## config.mk

```make
export PLATFORM = sky130hd
export DESIGN_NAME = pipe_stall_ctrl_flat
export DESIGN_NICKNAME = d
export VERILOG_FILES = /design/src/rtl/pipe_stall_ctrl_if.sv /design/src/rtl/pipe_stall_ctrl.sv /design/src/flat_wrapper.sv
export SDC_FILE = /design/constraint.sdc
export NUM_CORES = 1
export LEC_CHECK = 0
export CORE_MARGIN = 2
export CORE_UTILIZATION = 35
export CTS_CLUSTER_SIZE = 30
export DETAILED_ROUTE_END_ITERATION = 12
export MAX_ROUTING_LAYER = met4
export PLACE_DENSITY = 0.72
export SLEW_MARGIN = 0
export SYNTH_ARGS = -nofsm -noshare
export SYNTH_HDL_FRONTEND = slang
export SYNTH_SLANG_ARGS = --single-unit
```

## constraint.sdc

```tcl
create_clock -name clk -period 5.55 [get_ports clk]
set_clock_uncertainty 0.15 [all_clocks]
set_input_delay 1.11 -clock clk [delete_from_list [all_inputs] [get_ports clk]]
set_output_delay 1.11 -clock clk [all_outputs]
set_load 0.05 [all_outputs]
```

## src/rtl/pipe_stall_ctrl_if.sv

```systemverilog
// Hazard inputs and stage enable/clear outputs shared by the pipeline and
// the stall sequencer. The slave modport is the sequencer's view.
interface pipe_stall_ctrl_if #(
  parameter int CNT_W = 16
);
  logic [4:0]       de_rs1;
  logic [4:0]       de_rs2;
  logic [4:0]       ex_rd;
  logic             ex_dmrd;
  logic             ex_br_taken;
  logic             ex_md_start;
  logic             md_done;
  logic             me_dm_req;
  logic             dm_ready;
  logic             pc_enable;
  logic             fd_enable;
  logic             fd_clr;
  logic             de_enable;
  logic             de_clr;
  logic             em_enable;
  logic             em_clr;
  logic             mw_clr;
  logic             md_timeout;
  logic [CNT_W-1:0] stall_cycles;

  modport master (
    output de_rs1, de_rs2, ex_rd, ex_dmrd, ex_br_taken, ex_md_start,
           md_done, me_dm_req, dm_ready,
    input  pc_enable, fd_enable, fd_clr, de_enable, de_clr, em_enable,
           em_clr, mw_clr, md_timeout, stall_cycles
  );

  modport slave (
    input  de_rs1, de_rs2, ex_rd, ex_dmrd, ex_br_taken, ex_md_start,
           md_done, me_dm_req, dm_ready,
    output pc_enable, fd_enable, fd_clr, de_enable, de_clr, em_enable,
           em_clr, mw_clr, md_timeout, stall_cycles
  );
endinterface

```

## src/rtl/pipe_stall_ctrl.sv

```systemverilog
// Stall/flush sequencer for the 5-stage pipeline: memory freeze, mul/div wait,
// taken-branch flush and load-use bubble, plus a saturating stall counter.
module pipe_stall_ctrl #(
  parameter int MD_TIMEOUT = 64,
  parameter int CNT_W      = 16
) (
  input  logic              clk,
  input  logic              rst_n,
  pipe_stall_ctrl_if.slave  bus
);

  localparam int             MC_W    = $clog2(MD_TIMEOUT);
  localparam logic [MC_W-1:0] MC_LAST = MC_W'(MD_TIMEOUT - 1);

  typedef enum logic {S_RUN, S_MD_WAIT} state_t;

  state_t            r_state, w_state_nxt;
  logic [MC_W-1:0]   r_md_cnt, w_md_cnt_nxt;
  logic              r_md_done_q, w_md_done_q_nxt;
  logic              r_md_timeout, w_set_timeout;
  logic [CNT_W-1:0]  r_stall_cycles;

  logic w_freeze, w_load_use;
  logic w_pc_en, w_fd_en, w_fd_clr, w_de_en, w_de_clr, w_em_en, w_em_clr, w_mw_clr;

  assign w_freeze   = bus.me_dm_req & ~bus.dm_ready;
  assign w_load_use = bus.ex_dmrd && (bus.ex_rd != 5'd0) &&
                      ((bus.ex_rd == bus.de_rs1) || (bus.ex_rd == bus.de_rs2));

  always_comb begin
    w_state_nxt     = r_state;
    w_md_cnt_nxt    = r_md_cnt;
    w_md_done_q_nxt = r_md_done_q;
    w_set_timeout   = 1'b0;
    w_pc_en  = 1'b1;  w_fd_en  = 1'b1;  w_de_en  = 1'b1;  w_em_en = 1'b1;
    w_fd_clr = 1'b0;  w_de_clr = 1'b0;  w_em_clr = 1'b0;  w_mw_clr = 1'b0;

    if (w_freeze) begin
      // Whole front of the pipe holds; a done pulse must not be lost meanwhile.
      w_pc_en = 1'b0;  w_fd_en = 1'b0;  w_de_en = 1'b0;  w_em_en = 1'b0;
      w_mw_clr        = 1'b1;
      w_md_done_q_nxt = r_md_done_q | bus.md_done;
    end else if (r_state == S_MD_WAIT) begin
      if (bus.md_done || r_md_done_q || (r_md_cnt == MC_LAST)) begin
        w_set_timeout   = ~(bus.md_done | r_md_done_q);
        w_state_nxt     = S_RUN;
        w_md_cnt_nxt    = '0;
        w_md_done_q_nxt = 1'b0;
      end else begin
        w_pc_en = 1'b0;  w_fd_en = 1'b0;  w_de_en = 1'b0;
        w_em_clr     = 1'b1;
        w_md_cnt_nxt = r_md_cnt + 1'b1;
      end
    end else if (bus.ex_md_start) begin
      w_pc_en = 1'b0;  w_fd_en = 1'b0;  w_de_en = 1'b0;
      w_em_clr     = 1'b1;
      w_state_nxt  = S_MD_WAIT;
      w_md_cnt_nxt = MC_W'(1);
    end else if (bus.ex_br_taken) begin
      // Wrong-path ID instruction is flushed, so load-use is moot here.
      w_fd_clr = 1'b1;
      w_de_clr = 1'b1;
    end else if (w_load_use) begin
      w_pc_en  = 1'b0;
      w_fd_en  = 1'b0;
      w_de_clr = 1'b1;
    end
  end

  always_ff @(posedge clk or negedge rst_n) begin
    if (!rst_n) begin
      r_state        <= S_RUN;
      r_md_cnt       <= '0;
      r_md_done_q    <= 1'b0;
      r_md_timeout   <= 1'b0;
      r_stall_cycles <= '0;
    end else begin
      r_state     <= w_state_nxt;
      r_md_cnt    <= w_md_cnt_nxt;
      r_md_done_q <= w_md_done_q_nxt;
      if (w_set_timeout) r_md_timeout <= 1'b1;
      if (!w_pc_en && (r_stall_cycles != {CNT_W{1'b1}}))
        r_stall_cycles <= r_stall_cycles + 1'b1;
    end
  end

  // Reset forces a pass-through pipeline regardless of hazard inputs.
  assign bus.pc_enable    = w_pc_en  | ~rst_n;
  assign bus.fd_enable    = w_fd_en  | ~rst_n;
  assign bus.de_enable    = w_de_en  | ~rst_n;
  assign bus.em_enable    = w_em_en  | ~rst_n;
  assign bus.fd_clr       = w_fd_clr & rst_n;
  assign bus.de_clr       = w_de_clr & rst_n;
  assign bus.em_clr       = w_em_clr & rst_n;
  assign bus.mw_clr       = w_mw_clr & rst_n;
  assign bus.md_timeout   = r_md_timeout;
  assign bus.stall_cycles = r_stall_cycles;

endmodule

```

## src/flat_wrapper.sv

```systemverilog
// flat-port wrapper written by rule: the top's interface ports become plain ports
module pipe_stall_ctrl_flat 
#(
  parameter int MD_TIMEOUT = 64,
  parameter int CNT_W      = 16
)
  (clk, rst_n, bus_de_rs1, bus_de_rs2, bus_ex_rd, bus_ex_dmrd, bus_ex_br_taken, bus_ex_md_start, bus_md_done, bus_me_dm_req, bus_dm_ready, bus_pc_enable, bus_fd_enable, bus_fd_clr, bus_de_enable, bus_de_clr, bus_em_enable, bus_em_clr, bus_mw_clr, bus_md_timeout, bus_stall_cycles);
  pipe_stall_ctrl_if #(.CNT_W(CNT_W)) bus_i ();
  input  logic clk;
  input  logic rst_n;
  input wire logic [$bits(bus_i.de_rs1)-1:0] bus_de_rs1;
  input wire logic [$bits(bus_i.de_rs2)-1:0] bus_de_rs2;
  input wire logic [$bits(bus_i.ex_rd)-1:0] bus_ex_rd;
  input wire logic [$bits(bus_i.ex_dmrd)-1:0] bus_ex_dmrd;
  input wire logic [$bits(bus_i.ex_br_taken)-1:0] bus_ex_br_taken;
  input wire logic [$bits(bus_i.ex_md_start)-1:0] bus_ex_md_start;
  input wire logic [$bits(bus_i.md_done)-1:0] bus_md_done;
  input wire logic [$bits(bus_i.me_dm_req)-1:0] bus_me_dm_req;
  input wire logic [$bits(bus_i.dm_ready)-1:0] bus_dm_ready;
  output wire logic [$bits(bus_i.pc_enable)-1:0] bus_pc_enable;
  output wire logic [$bits(bus_i.fd_enable)-1:0] bus_fd_enable;
  output wire logic [$bits(bus_i.fd_clr)-1:0] bus_fd_clr;
  output wire logic [$bits(bus_i.de_enable)-1:0] bus_de_enable;
  output wire logic [$bits(bus_i.de_clr)-1:0] bus_de_clr;
  output wire logic [$bits(bus_i.em_enable)-1:0] bus_em_enable;
  output wire logic [$bits(bus_i.em_clr)-1:0] bus_em_clr;
  output wire logic [$bits(bus_i.mw_clr)-1:0] bus_mw_clr;
  output wire logic [$bits(bus_i.md_timeout)-1:0] bus_md_timeout;
  output wire logic [$bits(bus_i.stall_cycles)-1:0] bus_stall_cycles;
  assign bus_i.de_rs1 = bus_de_rs1;
  assign bus_i.de_rs2 = bus_de_rs2;
  assign bus_i.ex_rd = bus_ex_rd;
  assign bus_i.ex_dmrd = bus_ex_dmrd;
  assign bus_i.ex_br_taken = bus_ex_br_taken;
  assign bus_i.ex_md_start = bus_ex_md_start;
  assign bus_i.md_done = bus_md_done;
  assign bus_i.me_dm_req = bus_me_dm_req;
  assign bus_i.dm_ready = bus_dm_ready;
  assign bus_pc_enable = bus_i.pc_enable;
  assign bus_fd_enable = bus_i.fd_enable;
  assign bus_fd_clr = bus_i.fd_clr;
  assign bus_de_enable = bus_i.de_enable;
  assign bus_de_clr = bus_i.de_clr;
  assign bus_em_enable = bus_i.em_enable;
  assign bus_em_clr = bus_i.em_clr;
  assign bus_mw_clr = bus_i.mw_clr;
  assign bus_md_timeout = bus_i.md_timeout;
  assign bus_stall_cycles = bus_i.stall_cycles;
  pipe_stall_ctrl #(.MD_TIMEOUT(MD_TIMEOUT), .CNT_W(CNT_W)) u_core (.clk(clk), .rst_n(rst_n), .bus(bus_i));
endmodule
```

# Word-level counts from Yosys, hierarchy flattened
# Index checks and enable logic that the tools add are counted.
# W data, S select, Z words.
[classes]
addsub = 2
multipliers = 0
div = 0
n_lt_le_gt_ge = 0
n_eq_ne = 4
shift = 0
n_mux = 33
bitwise = 13
reduce_logical = 13
[ops]
columns = ["op", "count"]
rows = [
  ["$mux W1", 30],
  ["$mux W6", 3],
  ["$add A16 B1 Y16 const B", 1],
  ["$ne A16 B16 Y1 const B", 1],
  ["$eq A5 B5 Y1", 2],
  ["$add A6 B1 Y6 const B", 1],
  ["$eq A6 B6 Y1 const B", 1],
  ["$reduce_bool A2 Y1", 3],
  ["$and A1 B1 Y1", 5],
  ["$reduce_bool A5 Y1", 1],
  ["$not A1 Y1", 4],
  ["$or A1 B1 Y1", 4],
  ["$reduce_and A2 Y1", 2],
  ["$logic_and A1 B1 Y1", 3],
  ["$logic_or A1 B1 Y1", 3],
  ["$logic_not A1 Y1", 1],
]
[totals]
register_bits = 25
latch_bits = 0
mem_bits_rw = 0
mem_bits_ro = 0
in_bits = 23
out_inout_bits = 25
elab_cells = 70
n_memories = 0

# Depth between registers and ports, before layout
# Gate-level depths: netlist of the first run.
[logic_depth]
word_depth = 10
mapped_depth = 8
ltp_nobuf = 7

# Worst setup path before layout of the first run
# OpenSTA, ideal clock, no wires.
[synth_path]
path_type = "in2out"
from = "input port bus_ex_rd[0]"
to = "output port bus_pc_enable"
arrival_ps = 2991
t_required_ps = 4290
slack_ps = 1299
stages = 6
path_buffers = 2
cell_sequence = "or4_1 o21a_1 a31oi_4 buf_6 nand2b_1 buf_4"
[synth_via]
elab_chain_cells = 9
word_cells_on_any_way = 12
cone_classes = "eq/ne: 2; mux: 5; bitwise: 1; reduce/logical: 4"
[synth_rtl]
columns = ["item", "line_no", "text"]
rows = [
  ["start, declared", "flat_wrapper.sv:13", "input wire logic [$bits(bus_i.ex_rd)-1:0] bus_ex_rd;"],
  ["$eq A5 B5 Y1 / $reduce_bool A5 Y1 (equally long branches)", "pipe_stall_ctrl.sv:28, pipe_stall_ctrl.sv:27", ""],
  ["$logic_or A1 B1 Y1 / $logic_and A1 B1 Y1 (equally long branches)", "pipe_stall_ctrl.sv:28, pipe_stall_ctrl.sv:27", ""],
  ["$logic_and A1 B1 Y1 (*)", "pipe_stall_ctrl.sv:27", "assign w_load_use = bus.ex_dmrd && (bus.ex_rd != 5'd0) &&"],
  ["$mux W1 (*) (5 in a row)", "n/a", ""],
  ["$or A1 B1 Y1 (*)", "n/a", ""],
  ["end, declared", "flat_wrapper.sv:20", "output wire logic [$bits(bus_i.pc_enable)-1:0] bus_pc_enable;"],
]
# Mark *: on every way between the ends. The rest lies on a longest branch, timed or not.

# Worst setup path after layout of the first run
[layout_path]
from = "input port bus_ex_rd[0]"
to = "output port bus_fd_enable"
[layout_via]
elab_chain_cells = 9
word_cells_on_any_way = 12
cone_classes = "eq/ne: 2; mux: 5; bitwise: 1; reduce/logical: 4"
[layout_rtl]
columns = ["item", "line_no", "text"]
rows = [
  ["$eq A5 B5 Y1 / $reduce_bool A5 Y1 (equally long branches)", "pipe_stall_ctrl.sv:28, pipe_stall_ctrl.sv:27", ""],
  ["$logic_or A1 B1 Y1 / $logic_and A1 B1 Y1 (equally long branches)", "pipe_stall_ctrl.sv:28, pipe_stall_ctrl.sv:27", ""],
  ["$logic_and A1 B1 Y1 (*)", "pipe_stall_ctrl.sv:27", ""],
  ["$mux W1 (*)", "pipe_stall_ctrl.sv:63", "end else if (w_load_use) begin"],
  ["$mux W1 (*)", "pipe_stall_ctrl.sv:59", "end else if (bus.ex_br_taken) begin"],
  ["$mux W1 (*)", "pipe_stall_ctrl.sv:54", "end else if (bus.ex_md_start) begin"],
  ["$mux W1 (*)", "pipe_stall_ctrl.sv:43", "end else if (r_state == S_MD_WAIT) begin"],
  ["$mux W1 (*)", "pipe_stall_ctrl.sv:38", "if (w_freeze) begin"],
  ["$or A1 B1 Y1 (*)", "pipe_stall_ctrl.sv:89", "assign bus.fd_enable = w_fd_en | ~rst_n;"],
  ["end, declared", "flat_wrapper.sv:21", "output wire logic [$bits(bus_i.fd_enable)-1:0] bus_fd_enable;"],
]
# Marked as above.

==> results of run 1 <==
-- Yosys cell counts, drive strengths merged --
| master | instances |
|---|---|
| or4 | 2 |
| nand4 | 3 |
| o31ai | 2 |
| nand2 | 13 |
| o22ai | 1 |
| nor2 | 8 |
| a41o | 1 |
| a21oi | 5 |
| buf | 3 |
| clkbuf | 1 |
| a22o | 1 |
| inv | 4 |
| dfrtp | 25 |
| nor4b | 2 |
| o21a | 2 |
| a211oi | 1 |
| o21ai | 7 |
| nand2b | 3 |
| a31oi | 1 |
| and4 | 1 |
| nor2b | 1 |
| mux2 | 3 |
| o221ai | 1 |
| or4b | 1 |
| xor2 | 13 |
| ha | 2 |
| nand3 | 11 |
| nor3b | 2 |
| nor3 | 5 |
| xnor2 | 12 |
| nor4 | 7 |
| and3 | 2 |
-- sequential cells by signal, indices dropped and copies added, names as in the netlist --
register	count
u_core.bus.stall_cycles	16
u_core.r_md_cnt	6
u_core.bus.md_timeout	1
u_core.r_md_done_q	1
u_core.r_state	1
-- metal layers --
metal | part of all wire [%] | track usage [%]
met1 | 49 | 18.0
met3 | 3.2 | 1.02
met2 | 46 | 21.7
met4 | 2.3 | 7.84
met5 | 0 | -
-- placed cells by master (no fill, tap or decap), types with 3 or more instances in the layout --
cell type,instances
xnor2_1,12
nand2b_1,3
buf_4,4
clkdlybuf4s50_1,45
nand2_1,13
dfrtp_1,25
nor2_1,6
o21ai_0,5
nand4_1,3
nor4_1,5
nand3_1,10
a21oi_1,5
xor2_1,13
clkbuf_8,3
inv_1,4
-- where the power goes --
part           internal [mW]  total, mW  switching (mW)
clock network         0.0511      0.116          0.0648
registers              0.226      0.283          0.0563
logic                  0.142      0.374           0.232
total                  0.420      0.772           0.353
-- final cells by class --
type	count	area [um2]
fill	381	2000
multi-input combinational	113	825
sequential	25	626
timing repair buffer	49	480
tap	50	62.6
clock buffer	3	41.3
inverter	4	15.0
clock inverter	1	7.51
-- kinds of logic after synthesis --
group	Yosys count	synth area share, %
flip-flops	25	41.8
adder cells (fa/ha/maj)	2	1.67
AO/OA/AOI/OAI	22	11.0
buffers and inverters	8	3.01
multiplexers	3	2.76
AND/OR/NAND/NOR	61	25.0
XOR/XNOR	25	14.6
-- critical path: stages --
cell and delay, ps:
clkdlybuf4s50_1 470, or4_1 550, o21a_1 220, a31oi_4 170
nand2b_1 140, clkdlybuf4s50_1 820
-- stage by stage --
stage                     setup slack (ps)  cell area, um2  std cells  utilization [%]
after global routing                   695            2060        245             50.7
after CTS                              779            2060        245             50.7
after detailed placement               783            2010        241             49.5
final                                  812            2060        245             50.7
after floorplan                       1300            1500        146                -
after global placement                 812            2010        241             49.5
-- worst max-delay path by stage --
| stage | end | slack [ps] |
|---|---|---|
| detailed placement | bus_fd_enable | 780 |
| global route | bus_fd_enable | 690 |
| finish | bus_fd_enable | 810 |
| CTS | bus_fd_enable | 780 |
| global placement | bus_pc_enable | 810 |
| floorplan | bus_pc_enable | 1300 |
==> out/qor.yml, run 1 <==
synth_area_leader_cell: "dfrtp_1"
synth_fp_nets: 171
relSlewSlack_pct: 60.6
ctsHtreeMaxLevel: 1
setup_violations: 0
worst-r2r-cell-count: 8
fin_setup_tns_ps: 0
core-area_um2: 4060
hold_violations: 0
wl_um: 3140
max_freq_ghz: 0.211
power_density_nw_per_um2: 375
diodes: 0
antenna_found_initial: 0
die_height_um: 69.4
synth_cell_types: 41
hold_buffers: 0
grt.overflow.total: 0
finalCritPeriodShare_pct: 85.4
fin_crit_ps: 4740
post_cts_buffers: 0
synth_seq_cells: 25
clk_latency_ps: 280
cts-root-buf: "clkbuf_8"
clkSlewWorstSetupHoldPaths_ps: 90
grt_pass1_vias: 1192
r2r_end: "u_core.bus.stall_cycles[8]$_DFFE_PN0P_"
setup.worst_path.end_class: "primary output"
vias_per_cell: 5.14
p_leak_nw: 0.810
clock-sinks: 25
holdPathStages: 1
drt_iter0_drc: 45
synthToLayoutAreaGrowth_pct: 37.6
rrSetupSlack_ps: 3150
ir_drop_v: 0.000179
finalHoldWorstSlack_ps: 353
fp-row-count: 23
die_area_um2: 4810
drt.antenna.violating_nets: 0
cp_data_arrival_time_ps: 3480
nets: 221
syn_area_um2: 1500
worstSetupStartpointType: "input pin"
portBuffers: 47
drive_gt1_share_pct: 11.3
yosys-top-cells-area: "dfrtp_1, xor2_1, xnor2_1, nand3_1, nand2_1"
hold_start: "u_core.bus.md_timeout$_DFFE_PN0P_"
vias: 1260
path_max_fanout: 3
numCtsBuffers: 3
cts_tree: "done"
status: "finished clean"
syn-mean-instance-area_um2: 10.2
avgRoutedWirePerCell_um: 12.8
firstDrtPassIters: 4
grt_max_degree: 21
dieWidth_um: 69.4
postCtsResizedCells: 0
grtUsageTotal_pct: 14.0
io_pins: 48
drc: 0
regToRegStartpoint: "u_core.r_md_cnt[0]$_DFFE_PN0P_"
crit_start: "bus_ex_rd[0]"
synthCells: 146
worstMarginPinSlew_ps: 589
worstHoldPathType: "flop to flop"
synth-seq-area-share_pct: 41.8
fin_total_pwr_mw: 0.772
max-cap-violations: 0
initial_core_util_pct: 36.8
synth_top_area_share_pct: 41.8
crit_type: "input pin to primary output"
cts_buffer_depth: 2
ys_warn_count: 0
dpl.hpwl_um: 2370
holdPathEnd: "u_core.bus.md_timeout$_DFFE_PN0P_"
crit_required_ps: 4290
place.gp.congestion: 0.828
drv_slew: 0
rsz0062_at_grt: "no"
grt_pass1_wl_um: 5330
Power figures use the tool's default switching activity.
==> run 2, diff against run 1 <==
Settings changed: CORE_MARGIN 2 to unset.
==> out/qor.yml, run 2 (synthesis gave the netlist of run 1 again) <==
status: "finished clean"
firstDrtPassIters: 4
max_freq_ghz: 0.211
grt_max_degree: 22
layout_setup_ws_ps: 810
finalHoldWorstSlack_ps: 335
postCtsResizedCells: 0
crit_required_ps: 4290
max-cap-violations: 0
nets: 221
fin_total_pwr_mw: 0.769
post_cts_buffers: 0
dp.cells: 241
antenna_found_initial: 0
largest_register_ffs: 16
place.gp.congestion: 0.758
crit_buf_inv: 2
grt_pass1_vias: 1166
die_height_um: 67.4
p_sw_mw: 0.350
clkSlewWorstSetupHoldPaths_ps: 90
power_density_nw_per_um2: 374
drt.antenna.violating_nets: 0
fp-row-count: 23
cts_tree: "done"
fin_setup_tns_ps: 0
finalCritPeriodShare_pct: 85.4
path_depth: 6
path_delay_family: "buffers and inverters"
internal_power_mw: 0.419
relSlewSlack_pct: 58.2
ctsHtreeMaxLevel: 1
place_area_um2: 2010
crit_top_cell: "clkdlybuf4s50_1"
core-area_um2: 4060
grt_pass1_wl_um: 5020
vias_per_cell: 5.19
worstMarginPinSlew_ps: 625
synthToLayoutAreaGrowth_pct: 37.6
cts_buffer_depth: 2
p_sw_share_pct: 45.5
hold_violations: 0
drc: 0
vias: 1271
rsz0062_at_grt: "no"
numCtsBuffers: 3
cp_data_arrival_time_ps: 3480
worst-r2r-cell-count: 8
drive_gt1_share_pct: 11.3
instances_no_fill: 245
p_leak_nw: 0.810
crit_start: "bus_ex_rd[0]"
dpl.hpwl_um: 2360
final_cell_mix: "clkdlybuf4s50_1, dfrtp_1, nand2_1, xor2_1, xnor2_1"
fin_util_pct: 50.7
clk_latency_ps: 280
layout_commonest_cell: "clkdlybuf4s50_1"
dieWidth_um: 67.4
diodes: 0
grt.overflow.total: 0
path_cells: "clkdlybuf4s50_1, or4_1, o21a_1, a31oi_4, nand2b_1, clkdlybuf4s50_1"
setup.worst_path.end_class: "primary output"
portBuffers: 47
finalInstanceArea_um2: 2060
fin_crit_ps: 4740
crit_type: "input pin to primary output"
post-place-ws_ps: 799
io_pins: 48
regToRegStartpoint: "u_core.r_md_cnt[0]$_DFFE_PN0P_"
setup_violations: 0
path_max_fanout: 3
drv_slew: 0
wl_um: 3060
drt_iter0_drc: 38
grtUsageTotal_pct: 15.1
slowest_stage: "clkdlybuf4s50_1"
hold_start: "u_core.bus.md_timeout$_DFFE_PN0P_"
hold_buffers: 0
max_stage_delay_ps: 810
holdPathStages: 1
avgRoutedWirePerCell_um: 12.5
cts-root-buf: "clkbuf_8"
clock-sinks: 25
worstSetupStartpointType: "input pin"
die_area_um2: 4540
initial_core_util_pct: 36.8
combPwrFrac_pct: 48.4
worstHoldPathType: "flop to flop"
seqPwrFrac_pct: 36.8
ir_drop_v: 0.000160
clockPowerShare_pct: 14.8
run 2: cell counts in the layout (fill, tap and decap cells not counted):
No cell type changed its count.
run 2: power groups by stage:
stage	Sequential [mW]	Combinational (mW)	Clock (mW)
floorplan	0.398	0.132	0
global placement	0.287	0.370	0
detailed placement	0.287	0.373	0
CTS	0.283	0.375	0.117
global route	0.291	0.396	0.120
finish	0.283	0.372	0.114
run 2: final cells by class:
type,count,area [um2]
tap,50,62.6
timing repair buffer,49,480
sequential,25,626
multi-input combinational,113,825
inverter,4,15.0
fill,375,2000
clock buffer,3,41.3
clock inverter,1,7.51
run 2: final timing paths:
check                                                         end  slack [ps]
max                                                 bus_pc_enable         810
min                             u_core.bus.md_timeout$_DFFE_PN0P_         340
max reg2reg                u_core.bus.stall_cycles[8]$_DFFE_PN0P_        3140
min reg2reg                     u_core.bus.md_timeout$_DFFE_PN0P_         340
max in group asynchronous          u_core.r_md_cnt[3]$_DFFE_PN0P_        3650
min in group asynchronous  u_core.bus.stall_cycles[7]$_DFFE_PN0P_         970
run 2: per-layer routing:
metal  up-vias  share of wire [%]  global-route usage [%]
li1        623                  -                       -
met1       610                 47                    19.9
met2        35                 48                    23.0
met3         3                4.6                    2.87
met4         0               0.82                    5.59
met5         -                  0                       -
==> run 3, diff against run 2 <==
Settings changed: DONT_BUFFER_PORTS set to 1, PLACE_DENSITY 0.72 to 0.58, TNS_END_PERCENT set to 20.
==> out/qor.yml, run 3 (synthesis gave the netlist of run 1 again) <==
grt_pass1_vias: 1028
setup_violations: 0
dieWidth_um: 67.4
portBuffers: 0
worstMarginPinSlew_ps: 897
postCtsResizedCells: 0
drt.antenna.violating_nets: 0
fin_util_pct: 39.2
cts-root-buf: "clkbuf_8"
largest_register_ffs: 16
grt_max_degree: 30
avgRoutedWirePerCell_um: 14.2
ir_drop_v: 0.000141
drv_slew: 0
internal_power_mw: 0.338
drive_gt1_share_pct: 13.6
drc: 0
p_sw_share_pct: 49.2
hold_violations: 0
top_layer: "met4"
vias_per_cell: 5.53
wl_um: 2790
fin_setup_tns_ps: 0
clk_latency_ps: 270
cp_data_arrival_time_ps: 2770
layout_commonest_cell: "dfrtp_1"
drt_iter0_drc: 35
path_cells: "or4_1, o21a_1, a31oi_4, nand2b_1, buf_4"
dpl.hpwl_um: 2130
seqPwrFrac_pct: 61.8
route.met2.wl_um: 1390
status: "finished clean"
p_leak_nw: 0.620
max_stage_delay_ps: 520
die_area_um2: 4540
power_density_nw_per_um2: 419
routedLengthMet1_um: 1170
core-area_um2: 4060
p_sw_mw: 0.328
clkSlewWorstSetupHoldPaths_ps: 90
crit_required_ps: 4290
setup.worst_path.end_class: "primary output"
clockPowerShare_pct: 16.7
worstHoldPathType: "input pin to async pin"
finalCritPeriodShare_pct: 72.6
nets: 173
numCtsBuffers: 3
grt.overflow.total: 0
relSlewSlack_pct: 40.0
cts_buffer_depth: 2
fin_crit_ps: 4030
fp-row-count: 23
final_cell_mix: "dfrtp_1, nand2_1, xor2_1"
io_pins: 48
initial_core_util_pct: 36.8
grtUsageTotal_pct: 13.7
ctsHtreeMaxLevel: 1
crit_buf_inv: 1
combPwrFrac_pct: 21.5
antenna_found_initial: 0
worstSetupStartpointType: "input pin"
wl_met3_um: 196
max-cap-violations: 0
clock-sinks: 25
rsz0062_at_grt: "no"
synthToLayoutAreaGrowth_pct: 6.28
firstDrtPassIters: 4
place.gp.congestion: 0.753
path_delay_family: "simple AND/OR/NAND/NOR gates"
diodes: 0
post_cts_buffers: 0
die_height_um: 67.4
slowest_stage: "or4_1"
path_max_fanout: 16
max_freq_ghz: 0.248
crit_type: "input pin to primary output"
cts_tree: "done"
grt_pass1_wl_um: 4500
vias: 1090
hold_buffers: 0
==> run 3: cell count changes in the layout (fill, tap and decap cells not counted) <==
| cell | change |
|---|---|
| clkdlybuf4s50_1 | -45 |
| a211oi_2 | +1 |
| a211oi_1 | -1 |
| buf_4 | -3 |
==> run 3: worst register-to-register path: cells and delay by family, from the launching register on <==
family	cells	cell delay, ps
AND/OR/NAND/NOR	5	1390
flip-flops	1	740
multiplexers	1	310
==> run 3: final timing paths <==
check | start | end | slack [ps] | cells past startpoint
worst max-delay path | bus_ex_rd[0] | bus_fd_enable | 1520 | 5
worst min-delay path | rst_n | u_core.bus.stall_cycles[12]$_DFFE_PN0P_ | 370 | 0
worst max register to register | u_core.bus.stall_cycles[4]$_DFFE_PN0P_ | u_core.bus.stall_cycles[1]$_DFFE_PN0P_ | 2860 | 6
worst min register to register | u_core.r_md_cnt[3]$_DFFE_PN0P_ | u_core.r_md_cnt[3]$_DFFE_PN0P_ | 370 | 1
max in group asynchronous | rst_n | u_core.r_md_done_q$_DFFE_PN0P_ | 4800 | 0
min in group clk | u_core.r_md_cnt[3]$_DFFE_PN0P_ | u_core.r_md_cnt[3]$_DFFE_PN0P_ | 370 | 1
==> run 3: layout make-up <==
class	count	area (um2)
tap	50	62.6
sequential	25	626
multi-input combinational	113	830
clock inverter	1	7.51
clock buffer	3	41.3
inverter	4	15.0
fill	407	2470
timing repair buffer	1	7.51
==> run 3: metrics by stage <==
stage | area (um2) | hold slack, ps | worst slack, ps | cells | power, mW
after floorplan | 1500 | 319 | 1300 | 146 | 0.531
after global placement | 1540 | 346 | 1520 | 193 | 0.557
after detailed placement | 1540 | 351 | 1510 | 193 | 0.563
after CTS | 1590 | 358 | 1500 | 197 | 0.676
after global routing | 1590 | 348 | 1440 | 197 | 0.702
final | 1590 | 370 | 1520 | 197 | 0.666
==> run 3: layer usage <==
| layer | vias up | global-route usage (%) |
|---|---|---|
| met3 | 2 | 3.72 |
| met4 | 0 | 6.38 |
| met5 | - | - |
| met2 | 33 | 22.5 |
| li1 | 529 | - |
| met1 | 526 | 15.3 |
==> run 3: power by group through the flow <==
stage | clock network [mW] | logic (mW) | registers (mW)
2_1_floorplan | 0 | 0.132 | 0.398
3_3_place_gp | 0 | 0.141 | 0.415
3_5_place_dp | 0 | 0.146 | 0.418
4_1_cts | 0.116 | 0.146 | 0.414
5_1_grt | 0.122 | 0.159 | 0.421
6_report | 0.111 | 0.144 | 0.412
